===== config.mk =====
export PLATFORM = sky130hd
export DESIGN_NAME = fg_profile_sequencer
export DESIGN_NICKNAME = d
export VERILOG_FILES = /design/src/rtl/fg_profile_sequencer_pkg.sv /design/src/rtl/fg_profile_mem.sv /design/src/rtl/fg_profile_sequencer.sv
export SDC_FILE = /design/constraint.sdc
export NUM_CORES = 1
export LEC_CHECK = 0
export BUFFER_PORTS_ARGS = -buffer_cell sky130_fd_sc_hd__buf_4
export CORE_ASPECT_RATIO = 0.9
export CORE_MARGIN = 8
export CORE_UTILIZATION = 56
export CTS_CLUSTER_SIZE = 16
export DETAILED_ROUTE_END_ITERATION = 12
export GPL_TIMING_DRIVEN = 0
export HOLD_SLACK_MARGIN = 0.06
export PLACE_DENSITY = 0.89
export SYNTH_ARGS = -nofsm -noshare
export SYNTH_HDL_FRONTEND = slang
export SYNTH_HIERARCHICAL = 1
export SYNTH_SLANG_ARGS = --single-unit

===== constraint.sdc =====
create_clock -name clk_i -period 3 [get_ports clk_i]
set_input_delay 0.6 -clock clk_i [delete_from_list [all_inputs] [get_ports clk_i]]
set_output_delay 0.6 -clock clk_i [all_outputs]
set_load 0.01 [all_outputs]

===== src/rtl/fg_profile_sequencer_pkg.sv =====
// Shared types and constants for the function-generator profile sequencer
// and its profile register file.
package fg_profile_sequencer_pkg;

  typedef enum logic [1:0] {
    ST_IDLE   = 2'd0,
    ST_LOAD   = 2'd1,
    ST_SETTLE = 2'd2,
    ST_RUN    = 2'd3
  } seq_state_e;

  // Host address layout: {profile, byte}; config bytes first, dwell bytes after.
  localparam int BYTE_SEL_W       = 4;
  localparam int CONFIG_BYTE_BASE = 0;
  localparam int DWELL_BYTE_BASE  = 8;

  // Config bus field positions as decoded by the generator.
  localparam int CR_CS_BIT          = 63;
  localparam int CR_MS_BIT          = 62;
  localparam int CR_RADIX_LSB       = 60;
  localparam int CR_RADIX_W         = 2;
  localparam int CR_PRESCALER_LSB   = 48;
  localparam int CR_PRESCALER_W     = 12;
  localparam int CR_COUNTER_LSB     = 40;
  localparam int CR_COUNTER_W       = 8;
  localparam int CR_PHASE_LSB       = 32;
  localparam int CR_PHASE_W         = 8;
  localparam int CR_SLOPE_UP_LSB    = 24;
  localparam int CR_SLOPE_DN_LSB    = 16;
  localparam int CR_SLOPE_W         = 8;
  localparam int CR_AMPLITUDE_LSB   = 8;
  localparam int CR_AMPLITUDE_W     = 8;
  localparam int CR_OFFSET_LSB      = 0;
  localparam int CR_OFFSET_W        = 8;

  function automatic int bytes_for(input int bits);
    return (bits + 7) / 8;
  endfunction

endpackage


===== src/rtl/fg_profile_mem.sv =====
// Byte-writable register file of PROFILE_COUNT profiles (config + dwell),
// read combinationally by profile index.
module fg_profile_mem
  import fg_profile_sequencer_pkg::*;
#(
  parameter int CONFIG_REG_BITWIDTH = 64,
  parameter int PROFILE_COUNT       = 4,
  parameter int DWELL_BITWIDTH      = 16,
  localparam int IDX_W              = $clog2(PROFILE_COUNT)
) (
  input  logic                           clk_i,
  input  logic                           rstn_i,
  input  logic                           wr_en_i,
  input  logic [IDX_W+BYTE_SEL_W-1:0]    wr_addr_i,
  input  logic [7:0]                     wr_data_i,
  input  logic [IDX_W-1:0]               rd_idx_i,
  output logic [CONFIG_REG_BITWIDTH-1:0] cfg_o,
  output logic [DWELL_BITWIDTH-1:0]      dwell_o
);

  localparam int CFG_BYTES   = CONFIG_REG_BITWIDTH / 8;
  localparam int DWELL_BYTES = bytes_for(DWELL_BITWIDTH);
  localparam int DWELL_PAD_W = DWELL_BYTES * 8;

  logic [PROFILE_COUNT-1:0][CONFIG_REG_BITWIDTH-1:0] cfg_mem;
  logic [PROFILE_COUNT-1:0][DWELL_PAD_W-1:0]         dwell_mem;
  logic [IDX_W-1:0]                                  wr_prof;
  logic [BYTE_SEL_W-1:0]                             wr_byte;

  assign wr_byte = wr_addr_i[BYTE_SEL_W-1:0];
  assign wr_prof = wr_addr_i[BYTE_SEL_W +: IDX_W];

  // Byte lanes outside the config and dwell windows are silently dropped.
  always_ff @(posedge clk_i or negedge rstn_i) begin
    if (!rstn_i) begin
      cfg_mem   <= '0;
      dwell_mem <= '0;
    end else if (wr_en_i) begin
      for (int b = 0; b < CFG_BYTES; b++) begin
        if (wr_byte == BYTE_SEL_W'(CONFIG_BYTE_BASE + b))
          cfg_mem[wr_prof][b*8 +: 8] <= wr_data_i;
      end
      for (int b = 0; b < DWELL_BYTES; b++) begin
        if (wr_byte == BYTE_SEL_W'(DWELL_BYTE_BASE + b))
          dwell_mem[wr_prof][b*8 +: 8] <= wr_data_i;
      end
    end
  end

  assign cfg_o   = cfg_mem[rd_idx_i];
  assign dwell_o = dwell_mem[rd_idx_i][DWELL_BITWIDTH-1:0];

endmodule


===== src/rtl/fg_profile_sequencer.sv =====
// Plays stored generator profiles in order, each for a programmed number of
// output-valid strobes, driving a shadowed config bus and the generator enable.
module fg_profile_sequencer
  import fg_profile_sequencer_pkg::*;
#(
  parameter int CONFIG_REG_BITWIDTH = 64,
  parameter int PROFILE_COUNT       = 4,
  parameter int DWELL_BITWIDTH      = 16,
  parameter int SETTLE_CYCLES       = 3
) (
  input  logic                               clk_i,
  input  logic                               rstn_i,
  input  logic                               wr_en_i,
  input  logic [$clog2(PROFILE_COUNT)+3:0]   wr_addr_i,
  input  logic [7:0]                         wr_data_i,
  input  logic                               start_i,
  input  logic                               stop_i,
  input  logic                               loop_i,
  input  logic                               outValid_STRB_i,
  output logic [CONFIG_REG_BITWIDTH-1:0]     CR_bus_o,
  output logic                               outputEnable_o,
  output logic [$clog2(PROFILE_COUNT)-1:0]   activeProfile_o,
  output logic                               busy_o,
  output logic                               done_o
);

  localparam int IDX_W    = $clog2(PROFILE_COUNT);
  localparam int SKIP_W   = IDX_W + 1;
  localparam int SETTLE_W = (SETTLE_CYCLES > 1) ? $clog2(SETTLE_CYCLES) : 1;

  localparam logic [IDX_W-1:0]    LAST_IDX    = IDX_W'(PROFILE_COUNT - 1);
  localparam logic [SKIP_W-1:0]   SKIP_LIMIT  = SKIP_W'(PROFILE_COUNT - 1);
  localparam logic [SETTLE_W-1:0] SETTLE_LAST = SETTLE_W'(SETTLE_CYCLES - 1);

  seq_state_e                     state_q, state_d;
  logic [IDX_W-1:0]               idx_q, idx_d;
  logic [SKIP_W-1:0]              skip_q, skip_d;
  logic [SETTLE_W-1:0]            settle_q, settle_d;
  logic [DWELL_BITWIDTH-1:0]      strobe_q, strobe_d, strobe_inc;
  logic [DWELL_BITWIDTH-1:0]      dwell_q, dwell_d;
  logic [CONFIG_REG_BITWIDTH-1:0] cr_q, cr_d;
  logic [IDX_W-1:0]               act_q, act_d;
  logic                           en_q;
  logic                           done_q, done_d;
  logic [CONFIG_REG_BITWIDTH-1:0] mem_cfg;
  logic [DWELL_BITWIDTH-1:0]      mem_dwell;

  fg_profile_mem #(
    .CONFIG_REG_BITWIDTH(CONFIG_REG_BITWIDTH),
    .PROFILE_COUNT      (PROFILE_COUNT),
    .DWELL_BITWIDTH     (DWELL_BITWIDTH)
  ) u_mem (
    .clk_i    (clk_i),
    .rstn_i   (rstn_i),
    .wr_en_i  (wr_en_i),
    .wr_addr_i(wr_addr_i),
    .wr_data_i(wr_data_i),
    .rd_idx_i (idx_q),
    .cfg_o    (mem_cfg),
    .dwell_o  (mem_dwell)
  );

  assign strobe_inc = strobe_q + 1'b1;

  // Stop wins over everything and freezes the shadowed config and index.
  always_comb begin
    state_d  = state_q;
    idx_d    = idx_q;
    skip_d   = skip_q;
    settle_d = settle_q;
    strobe_d = strobe_q;
    dwell_d  = dwell_q;
    cr_d     = cr_q;
    act_d    = act_q;
    done_d   = 1'b0;
    if (stop_i) begin
      state_d = ST_IDLE;
    end else begin
      case (state_q)
        ST_IDLE: begin
          if (start_i) begin
            state_d  = ST_LOAD;
            idx_d    = '0;
            skip_d   = '0;
            strobe_d = '0;
          end
        end
        ST_LOAD: begin
          if (mem_dwell == '0) begin
            if (skip_q == SKIP_LIMIT || (idx_q == LAST_IDX && !loop_i)) begin
              state_d = ST_IDLE;
              done_d  = 1'b1;
            end else begin
              idx_d  = idx_q + 1'b1;
              skip_d = skip_q + 1'b1;
            end
          end else begin
            cr_d     = mem_cfg;
            act_d    = idx_q;
            dwell_d  = mem_dwell;
            skip_d   = '0;
            settle_d = '0;
            state_d  = (SETTLE_CYCLES == 0) ? ST_RUN : ST_SETTLE;
          end
        end
        ST_SETTLE: begin
          if (settle_q == SETTLE_LAST) state_d = ST_RUN;
          else                         settle_d = settle_q + 1'b1;
        end
        ST_RUN: begin
          if (outValid_STRB_i) begin
            if (strobe_inc == dwell_q) begin
              strobe_d = '0;
              if (idx_q != LAST_IDX || loop_i) begin
                idx_d   = idx_q + 1'b1;
                skip_d  = '0;
                state_d = ST_LOAD;
              end else begin
                state_d = ST_IDLE;
                done_d  = 1'b1;
              end
            end else begin
              strobe_d = strobe_inc;
            end
          end
        end
        default: state_d = ST_IDLE;
      endcase
    end
  end

  // Enable is registered from the next state so it rises exactly on RUN entry.
  always_ff @(posedge clk_i or negedge rstn_i) begin
    if (!rstn_i) begin
      state_q  <= ST_IDLE;
      idx_q    <= '0;
      skip_q   <= '0;
      settle_q <= '0;
      strobe_q <= '0;
      dwell_q  <= '0;
      cr_q     <= '0;
      act_q    <= '0;
      en_q     <= 1'b0;
      done_q   <= 1'b0;
    end else begin
      state_q  <= state_d;
      idx_q    <= idx_d;
      skip_q   <= skip_d;
      settle_q <= settle_d;
      strobe_q <= strobe_d;
      dwell_q  <= dwell_d;
      cr_q     <= cr_d;
      act_q    <= act_d;
      en_q     <= (state_d == ST_RUN);
      done_q   <= done_d;
    end
  end

  assign CR_bus_o        = cr_q;
  assign outputEnable_o  = en_q;
  assign activeProfile_o = act_q;
  assign busy_o          = (state_q != ST_IDLE);
  assign done_o          = done_q;

endmodule


== Word-level counts from Yosys, hierarchy flattened ==
Cells that the tools add are included.

* Register bits after elaboration: 429
* Bits of input ports: 21
* Output and inout bits: 69
* Word-level logic and storage cells: 160

* $add $sub $neg: 4
* $lt $le $gt $ge: 3
* Eq/ne operators: 27
* Mux-type cells: 89
* Bitwise logic cells: 2
* Reductions and logical operators: 17

{| class="wikitable"
|+ Operator list
! cell !! number
|-
| two-way mux 256 bit || 15
|-
| bitwise mux 256 bit || 8
|-
| demux 64 bit (select 2 bit) || 8
|-
| two-way mux 64 bit || 5
|-
| binary-select mux 64 bit (select 2 bit) || 1
|-
| bitwise mux 64 bit || 2
|-
| two-way mux 16 bit || 6
|-
| demux 16 bit (select 2 bit) || 2
|-
| two-way mux 56 bit || 1
|-
| two-way mux 48 bit || 1
|-
| two-way mux 40 bit || 1
|-
| binary-select mux 16 bit (select 2 bit) || 1
|-
| two-way mux 32 bit || 1
|-
| case mux 16 bit (2 select lines) || 1
|-
| two-way mux 2 bit || 15
|-
| two-way mux 24 bit || 1
|-
| two-way mux 3 bit || 6
|-
| != test 2 bit, second input constant || 9
|-
| adder 16 x 1 -> 16 bit, second input constant || 1
|-
| equality test 16 bit || 1
|-
| equality test 4 x 3 -> 1 bit, second input constant || 4
|-
| logical NOT 16 bit || 1
|-
| two-way mux 8 bit || 2
|-
| equality test 2 bit, second input constant || 5
|-
| 28 further kinds || 44
|}

== Depth between registers and ports, before layout ==
Gate-level depths: netlist (run 1).

* Depth after elaboration: 27
* Mapped depth: 10
* Gate-level depth less buffers: 9

== Hierarchy ==
The synthesis (run 1) kept the hierarchy.

{| class="wikitable"
|+ By module, submodules not included
! module !! instances !! cells each !! area each (µm²) !! seq. area each (µm²)
|-
| fg_profile_mem || 1 || 843 || 14152.3 || 8007.7
|-
| fg_profile_sequencer || 1 || 436 || 5232.5 || 2727.6
|}

== Worst setup path before layout (run 1) ==
No wires, ideal clock.

* Path kind: register to register
* Start point: register idx_q[0]
* End point: register act_q[0], in the netlist activeProfile_o[0]
* Library setup time: 128 ps
* Data arrival time: 2745 ps
* Data required time: 2872 ps
* Slack: 127 ps
* Stages on the path, launching flop included: 10
* Path buffers: 3
* Period minus slack after synthesis: 2873 ps
* Cells stage by stage: dfrtp_1 -> clkbuf_1 -> buf_2 -> mux4_2 -> nor4_1 -> nand4_1 -> nand2_1 -> nor2_1 -> clkbuf_1 -> mux2_1

* Cells in the longest elaborated chain, start to end: 5

{| class="wikitable"
|+ Ends and longest elaborated chain
! element !! line !! RTL
|-
| start, declared || fg_profile_sequencer.sv:36 || <nowiki>logic [IDX_W-1:0] idx_q, idx_d;</nowiki>
|-
| start signal, assigned || fg_profile_sequencer.sv:147 || <nowiki>idx_q <= idx_d;</nowiki>
|-
| binary-select mux 16 bit (select 2 bit) || fg_profile_mem.sv:51 || <nowiki>assign dwell_o = dwell_mem[rd_idx_i][DWELL_BITWIDTH-1:0];</nowiki>
|-
| two-way mux 16 bit (implied by the code) || fg_profile_mem.sv:51 ||
|-
| named net mem_dwell[10] || fg_profile_sequencer.sv:46 || <nowiki>logic [DWELL_BITWIDTH-1:0] mem_dwell;</nowiki>
|-
| logical NOT 16 bit || fg_profile_sequencer.sv:89 || <nowiki>if (mem_dwell == '0) begin</nowiki>
|-
| NOT 1 bit (no source line) || - ||
|-
| AND reduction 3 bit (no source line) || - ||
|-
| end signal, assigned || fg_profile_sequencer.sv:153 || <nowiki>act_q <= act_d;</nowiki>
|-
| end, declared || fg_profile_sequencer.sv:42 || <nowiki>logic [IDX_W-1:0] act_q, act_d;</nowiki>
|}

The timed path passes the listed nets, and every way through them passes these cells. The select of a mux whose other input is x is not followed.
A chain may end at the register's enable or synchronous reset.

== Final worst setup path (run 1) ==
* Start point: register idx_q[0]
* End point: register dwell_q[8]

* Cells in the longest elaborated chain, start to end: 5

{| class="wikitable"
|+ Ends and longest elaborated chain
! element !! line !! RTL
|-
| binary-select mux 16 bit (select 2 bit) || fg_profile_mem.sv:51 ||
|-
| two-way mux 16 bit (implied by the code) || fg_profile_mem.sv:51 ||
|-
| named net mem_dwell[15] || fg_profile_sequencer.sv:46 ||
|-
| logical NOT 16 bit || fg_profile_sequencer.sv:89 ||
|-
| NOT 1 bit (no source line) || - ||
|-
| AND reduction 3 bit (no source line) || - ||
|-
| end signal, assigned || fg_profile_sequencer.sv:151 || <nowiki>dwell_q <= dwell_d;</nowiki>
|-
| end, declared || fg_profile_sequencer.sv:40 || <nowiki>logic [DWELL_BITWIDTH-1:0] dwell_q, dwell_d;</nowiki>
|}

The timed path passes the listed nets, and every way through them passes these cells. The select of a mux whose other input is x is not followed.

==> flow_metrics.tcl, run 1 <==
set metrics [dict create \
    grt_pass1_wl_um 79000 \
    maxCapViolCount 0 \
    grt_pass1_vias 13100 \
    fin_nets 1472 \
    ys_ff_latch 429 \
    cp-end-kind "flop" \
    power.internal_mw 13.1 \
    setup_violations 90 \
    multiInputGateArea_um2 8410 \
    p_sw_share_pct 30.9 \
    tns_ns -3.21 \
    synthesis.nets 1310 \
    syn_area_um2 19400 \
    clockBufferDepth 3 \
    grtUsageTotal_pct 25.6 \
    async_reset_ff_share_pct 100 \
    io_buffers 77 \
    cts_hold_buf 0 \
    die_w_um 212 \
    failed_checks "setup timing" \
    grt_overflow 0 \
    worst_pin_slew_ns 1.04 \
    power.total_mw 18.9 \
    final_cells 1932 \
    die_h_um 193 \
    initialDrtViolationCount 1400 \
    place_congestion 0.870 \
    crit_path_start_kind "flop" \
    synthToLayoutAreaGrowth_pct 17.9 \
    drive_gt1_share_pct 45.5 \
    syn_area_per_cell_um2 15.2 \
    slew_headroom_pct 30.9 \
    power.share.combinational_pct 31.9 \
    worstPathArrival_ns 3.49 \
    max_clock_freq_mhz 326 \
    drt_wl_total_um 53700 \
    register_area_um2 10700 \
    ys.flop_type "dfrtp_1" \
    first_pass_iters 5 \
    p_sw_mw 5.83 \
    placeableCoreArea_um2 34000 \
    drt-vias-per-instance 6.51 \
    finalWorstPathRequiredPeriod_ns 3.06 \
    finalMaxSlewViolations 0 \
    clock_latency_ns 0.55 \
    cts_tree "built" \
    hold_ws_ns 0.0936 \
    wire_per_inst_um 27.8 \
    syn-instance-count 1279 \
    placedCellCount 1822 \
    cp.required_ns 3.43 \
    ant_nets 0 \
    grt_antenna_before_repair 8 \
    synth_warnings 6 \
    post-route-drc-count 0 \
    die-area_um2 40800 \
    p_leak_nw 10.7 \
    status "complete, but fails checks" \
    post-dp-hpwl_um 32900 \
    period_share_pct 102 \
    numCtsBuffers 43 \
    root_buffer "clkbuf_16" \
    grt_max_degree 128 \
    setup_ws_ns -0.0650 \
    power_density_nw_per_um2 827 \
    finalHoldViolCount 0 \
    htree_levels 2 \
    irDropWorstVdd_mv 0.606 \
    min_path_type "in2async" \
    synth-edff-count 0 \
    rsz0062_at_grt "yes" \
    worstSetupPathType "reg2reg" \
    cp_max_fo 10 \
    p_clk_share_pct 28.3 \
    fin_util_pct 67.1 \
    rows 64 \
    vias 12600 \
    start_util_pct 57.0 \
    skew_ns 0.0215 \
    synth_cell_type_count 67 \
    cts.sinks 429 \
    seqPwrFrac_pct 39.9 \
    fillCellCount 2125 \
    clk_pin_slew_ns 0.06 \
    pin_count 90 \
    reg2reg_depth 11 \
    seq_area_frac_synth_pct 55.4 \
]
==> area by class of cell <==
type | count | share of cell area, %
diodes | 3 | 0.0329
multi-input cells | 751 | 36.8
clock inverters | 9 | 0.548
plain buffers | 82 | 3.01
flip-flops and latches | 429 | 47.0
inverters | 15 | 0.246
repair buffers | 119 | 4.33
clock buffers | 62 | 5.47
well taps | 462 | 2.53
==> power groups by stage <==
stage          Sequential (mW)  Clock [mW]  Combinational (mW)
4_1_cts                   7.51        5.39                5.63
3_5_place_dp              7.59           0                5.10
5_1_grt                   7.64        5.62                6.34
3_3_place_gp              7.50           0                4.94
6_report                  7.53        5.35                6.02
2_1_floorplan             7.57           0                3.04
==> cell usage in the layout (no fill, tap or decap), drive strengths merged, types with 4 or more instances in the layout <==
master,instances
a21oi,5
a22o,12
and4bb,4
buf,151
clkbuf,112
clkinv,4
dfrtp,429
ha,10
inv,15
mux2,403
mux4,80
nand2,41
nand2b,5
nand3,14
nand4,14
nand4b,7
nor2,31
nor2b,4
nor3,10
nor4,13
o21ai,20
or3,6
xnor2,19
xor2,5
==> path summary, 6_finish.rpt <==
path,slack [ns],endpoint,start
setup / recovery,-0.06,dwell_q[8]$_DFFE_PN0P_,idx_q[0]$_DFFE_PN0P_
hold / removal,0.09,CR_bus_o[59]$_DFFE_PN0P_,rstn_i
setup reg to reg,-0.06,dwell_q[8]$_DFFE_PN0P_,idx_q[0]$_DFFE_PN0P_
hold reg to reg,0.48,activeProfile_o[1]$_DFFE_PN0P_,activeProfile_o[1]$_DFFE_PN0P_
max in group asynchronous,1.47,CR_bus_o[52]$_DFFE_PN0P_,rstn_i
min in group clk_i,0.25,done_o$_DFF_PN0_,stop_i
==> worst max-delay path, stage by stage (launching register included) <==
cell and delay, ns:
dfrtp_2 0.42, clkbuf_16 0.22, buf_12 0.12, mux4_2 0.59
nor4_4 0.36, nand4_1 0.16, buf_4 0.19, nand2_1 0.11
nor2_2 0.05, buf_8 0.17, clkbuf_8 0.21, mux2_1 0.33
==> repair_timing <==
action / in CTS / in global routing
pin swaps: 3 / 16
endpoints found under the setup margin: 109 / 98
hold endpoints to repair: 0 / 0
gates resized for setup: 88 / 48
cloned: 0 / 2
setup buffers: 6 / 30
==> registers in the layout (all words and copies together), names as in the netlist, 2 cells and up <==
signal	cells
u_mem/cfg_mem	256
CR_bus_o	64
u_mem/dwell_mem	64
dwell_q	16
strobe_q	16
skip_q	3
activeProfile_o	2
idx_q	2
settle_q	2
state_q	2
==> Yosys cell counts (all sizes together), types with 3 or more instances <==
cell	instances	area (um2)
mux2	403	4540
nor4b	3	45.0
nor4	13	109
nor2b	4	25.0
nor3	10	61.3
dfrtp	429	10700
or3	6	37.5
a31oi	3	18.8
inv	15	56.3
and2	3	18.8
ha	10	125
nor3b	3	22.5
mux4	80	1800
a21oi	5	25.0
o21ai	20	100
clkbuf	55	206
nand3	14	70.1
xnor2	19	166
nand2b	5	31.3
nand4b	7	73.8
o22ai	3	18.8
nand2	41	154
and4bb	4	50.0
a22o	12	105
xor2	5	43.8
nand4	14	128
buf	29	164
nor2	31	171
==> layer usage <==
metal | track usage [%] | up-vias | share of wire (%)
met2 | 41.2 | 712 | 48
met4 | 9.62 | 4 | 3.9
li1 | - | 5069 | -
met1 | 32.7 | 6628 | 38
met3 | 7.79 | 160 | 10
met5 | 0 | - | 0.048
==> cell families after synthesis <==
kind of cell,Yosys count,synth area share (%)
flip-flops,429,55.4
AO/OA/AOI/OAI,62,2.27
multiplexers,484,32.8
adder cells (fa/ha/maj),10,0.645
AND/OR/NAND/NOR,171,5.67
buffers and inverters,99,2.20
XOR/XNOR,24,1.08
==> stage by stage <==
| stage | instance area [um2] | setup slack (ns) |
|---|---|---|
| floorplan | 19400 | 0.127 |
| global placement | 20500 | -2.74 |
| detailed placement | 20600 | -1.24 |
| CTS | 22400 | 0.00395 |
| global route | 22800 | -0.143 |
| finish | 22800 | -0.0650 |
Power figures use the tool's default switching activity.
==> inputs of run 2 (changes only) <==
Settings changed: RECOVER_POWER set to 25, SYNTH_HIERARCHICAL 1 to not set.
==> run 2 against run 1 <==
The run now ends clean; wire length fell by 13%; fmax up 3.2%; core utilization shrank 2.7 points.
==> flow_metrics.tcl, run 2 <==
set metrics [dict create \
    cts.sinks 429 \
    post-route-drc-count 0 \
    r2r-start "idx_q[1]$_DFFE_PN0P_" \
    stdcell_area_um2 21900 \
    grt_pass1_wl_um 73700 \
    drive_gt1_share_pct 44.1 \
    cp.required_ns 3.42 \
    r2r_slack_ns 0.03 \
    initialDrtViolationCount 911 \
    diodes 0 \
    root_buffer "clkbuf_16" \
    period_share_pct 99.0 \
    clock_latency_ns 0.56 \
    synth.top_cells.by_area "dfrtp_1 (56%), mux2_2 (24%), mux4_2 (9.4%), clkbuf_1 (1.2%), nand2_1 (1.1%)" \
    ys.flop_type "dfrtp_1" \
    largest_register_ffs 256 \
    synth_cell_type_count 57 \
    post-dp-hpwl_um 30600 \
    endpoint "CR_bus_o[62]$_DFFE_PN0P_" \
    drt-vias-per-instance 6.15 \
    synthToLayoutAreaGrowth_pct 13.6 \
    die_h_um 192 \
    grtUsageTotal_pct 23.4 \
    placed_cell_area_um2 20500 \
    fin_nets 1444 \
    finalHoldViolCount 0 \
    first_pass_iters 5 \
    fillCellCount 2336 \
    ys_ff_latch 429 \
    maxCapViolCount 0 \
    syn_area_um2 19300 \
    finalWorstPathRequiredPeriod_ns 2.97 \
    power_density_nw_per_um2 812 \
    synthesis.nets 1314 \
    rsz0062_at_grt "no" \
    clk_pin_slew_ns 0.06 \
    finalMaxSlewViolations 0 \
    wire_per_inst_um 24.5 \
    synth_top_area_share_pct 55.8 \
    vias 11700 \
    setup_violations 0 \
    status "finished clean" \
    grt_overflow 0 \
    layout_commonest_cell "dfrtp_1" \
    grt_antenna_before_repair 0 \
    rows 64 \
    htree_levels 2 \
    max_clock_freq_mhz 337 \
    pin_count 90 \
    drt_wl_total_um 46700 \
    synth_warnings 0 \
    seq_area_frac_synth_pct 55.8 \
    worstSetupPathType "reg2reg" \
    place_congestion 0.877 \
    worst_pin_slew_ns 1.32 \
    power.total_mw 17.8 \
    yosys.area.top_type "dfrtp_1" \
    cp-end-kind "flop" \
    worstPathArrival_ns 3.39 \
    start_util_pct 56.7 \
    skew_ns 0.0217 \
    irDropWorstVdd_mv 0.628 \
    numCtsBuffers 43 \
    die-area_um2 40600 \
    reg2reg_depth 6 \
    hold_ws_ns 0.270 \
    grt_pass1_vias 12700 \
    synth_commonest_cells "dfrtp_1 (429), mux2_2 (402), mux4_2 (80)" \
    io_buffers 79 \
    async_reset_ff_share_pct 100 \
    syn_area_per_cell_um2 15.0 \
    syn-instance-count 1283 \
    clockBufferDepth 3 \
    layout_common_cells "dfrtp_1 (427), mux2_2 (402), clkbuf_1 (114), mux4_2 (80), nand2_1 (54)" \
    grt_max_degree 134 \
    die_w_um 211 \
    crit_path_start_kind "flop" \
    top_register "u_mem.cfg_mem" \
    cp_max_fo 10 \
    ant_nets 0 \
    slew_headroom_pct 11.1 \
    r2r_end "CR_bus_o[62]$_DFFE_PN0P_" \
    yosysMostFrequentCell "dfrtp_1" \
    placeableCoreArea_um2 34000 \
    min_path_type "in2reg" \
    p_leak_nw 10.0 \
    cts_tree "built" \
    synth-edff-count 0 \
    crit_start "idx_q[1]$_DFFE_PN0P_" \
]
[run 2: cell types whose count changed in the layout (fill, tap and decap cells not counted), moves of 7 or more]
| cell | previous run | this run |
|---|---|---|
| nor2_1 | 17 | 32 |
| nor2_2 | 9 | 0 |
| clkbuf_1 | 48 | 114 |
| inv_1 | 13 | 26 |
| a31oi_1 | 3 | 10 |
| o22ai_1 | 2 | 11 |
| mux2_1 | 97 | 0 |
| o21ai_1 | 16 | 0 |
| a22o_1 | 12 | 0 |
| mux2_2 | 306 | 402 |
| nand2_1 | 39 | 54 |
| buf_4 | 115 | 47 |
| clkbuf_8 | 15 | 8 |
[run 2: cell families after synthesis]
| logic type | share of synthesized area, % |
|---|---|
| mux | 33.1 |
| fa+ha+maj | 0.650 |
| compound gates | 2.59 |
| buf+inv | 2.24 |
| xor+xnor | 1.05 |
| simple gates | 4.62 |
| flops | 55.8 |
[run 2: what timing repair did]
action | CTS | global route
pin swaps | 0 | 1
hold endpoints to repair | 55 | 0
hold buffers | 1 | 0
endpoints found under the setup margin | 88 | 91
setup buffers | 0 | 4
resized for setup | 21 | 15
[run 2: how the worst min path moves through the flow]
stage / cells past startpoint / slack (ns) / to / start
finish: 2 / 0.27 / done_o$_DFF_PN0_ / stop_i
global route: 2 / 0.27 / done_o$_DFF_PN0_ / stop_i
CTS: 2 / 0.25 / done_o$_DFF_PN0_ / stop_i
detailed placement: 1 / 0.49 / u_mem.cfg_mem[141]$_DFFE_PN0P_ / u_mem.cfg_mem[141]$_DFFE_PN0P_
global placement: 1 / 0.48 / u_mem.cfg_mem[230]$_DFFE_PN0P_ / u_mem.cfg_mem[230]$_DFFE_PN0P_
floorplan: 0 / 0.30 / CR_bus_o[0]$_DFFE_PN0P_ / rstn_i
[run 2: where the power goes]
group / internal [mW] / switching [mW]
registers: 6.82 / 0.656
logic: 2.48 / 2.51
clock network: 3.05 / 2.25
[run 2: cell type report]
| class | count | area (um2) | share of cell area [%] |
|---|---|---|---|
| flip-flops and latches | 429 | 10700 | 49.1 |
| multi-input cells | 746 | 8120 | 37.1 |
| clock buffers | 66 | 1240 | 5.68 |
| well taps | 462 | 578 | 2.64 |
| repair buffers | 87 | 566 | 2.59 |
| plain buffers | 80 | 388 | 1.77 |
| clock inverters | 11 | 138 | 0.629 |
| inverters | 26 | 97.6 | 0.446 |
[run 2: routing by layer]
metal	vias to the layer above	share of wire (%)	global-route usage, %
met2	386	49	38.4
met4	0	3.0	8.33
met1	6283	42	31.1
met3	100	6.0	4.68
li1	4965	-	-
met5	-	0	0
[run 2: worst max-delay path, stage by stage, from the launching register on]
cell,delay (ns)
dfrtp_1,0.38
clkbuf_4,0.24
buf_4,0.23
buf_1,0.62
clkbuf_1,0.65
mux4_2,0.43
mux2_2,0.28
[run 2: stage by stage]
step	setup WS [ns]	TNS, ns	utilization [%]	cells
after global placement	-2.74	-1186.18	60.1	1824
after detailed placement	-0.554	-33.57	60.4	1827
final	0.0290	0	64.4	1907
after floorplan	0.301	0	-	1283
after global routing	0.0113	0	64.4	1907
after CTS	0.00373	0	64.7	1905
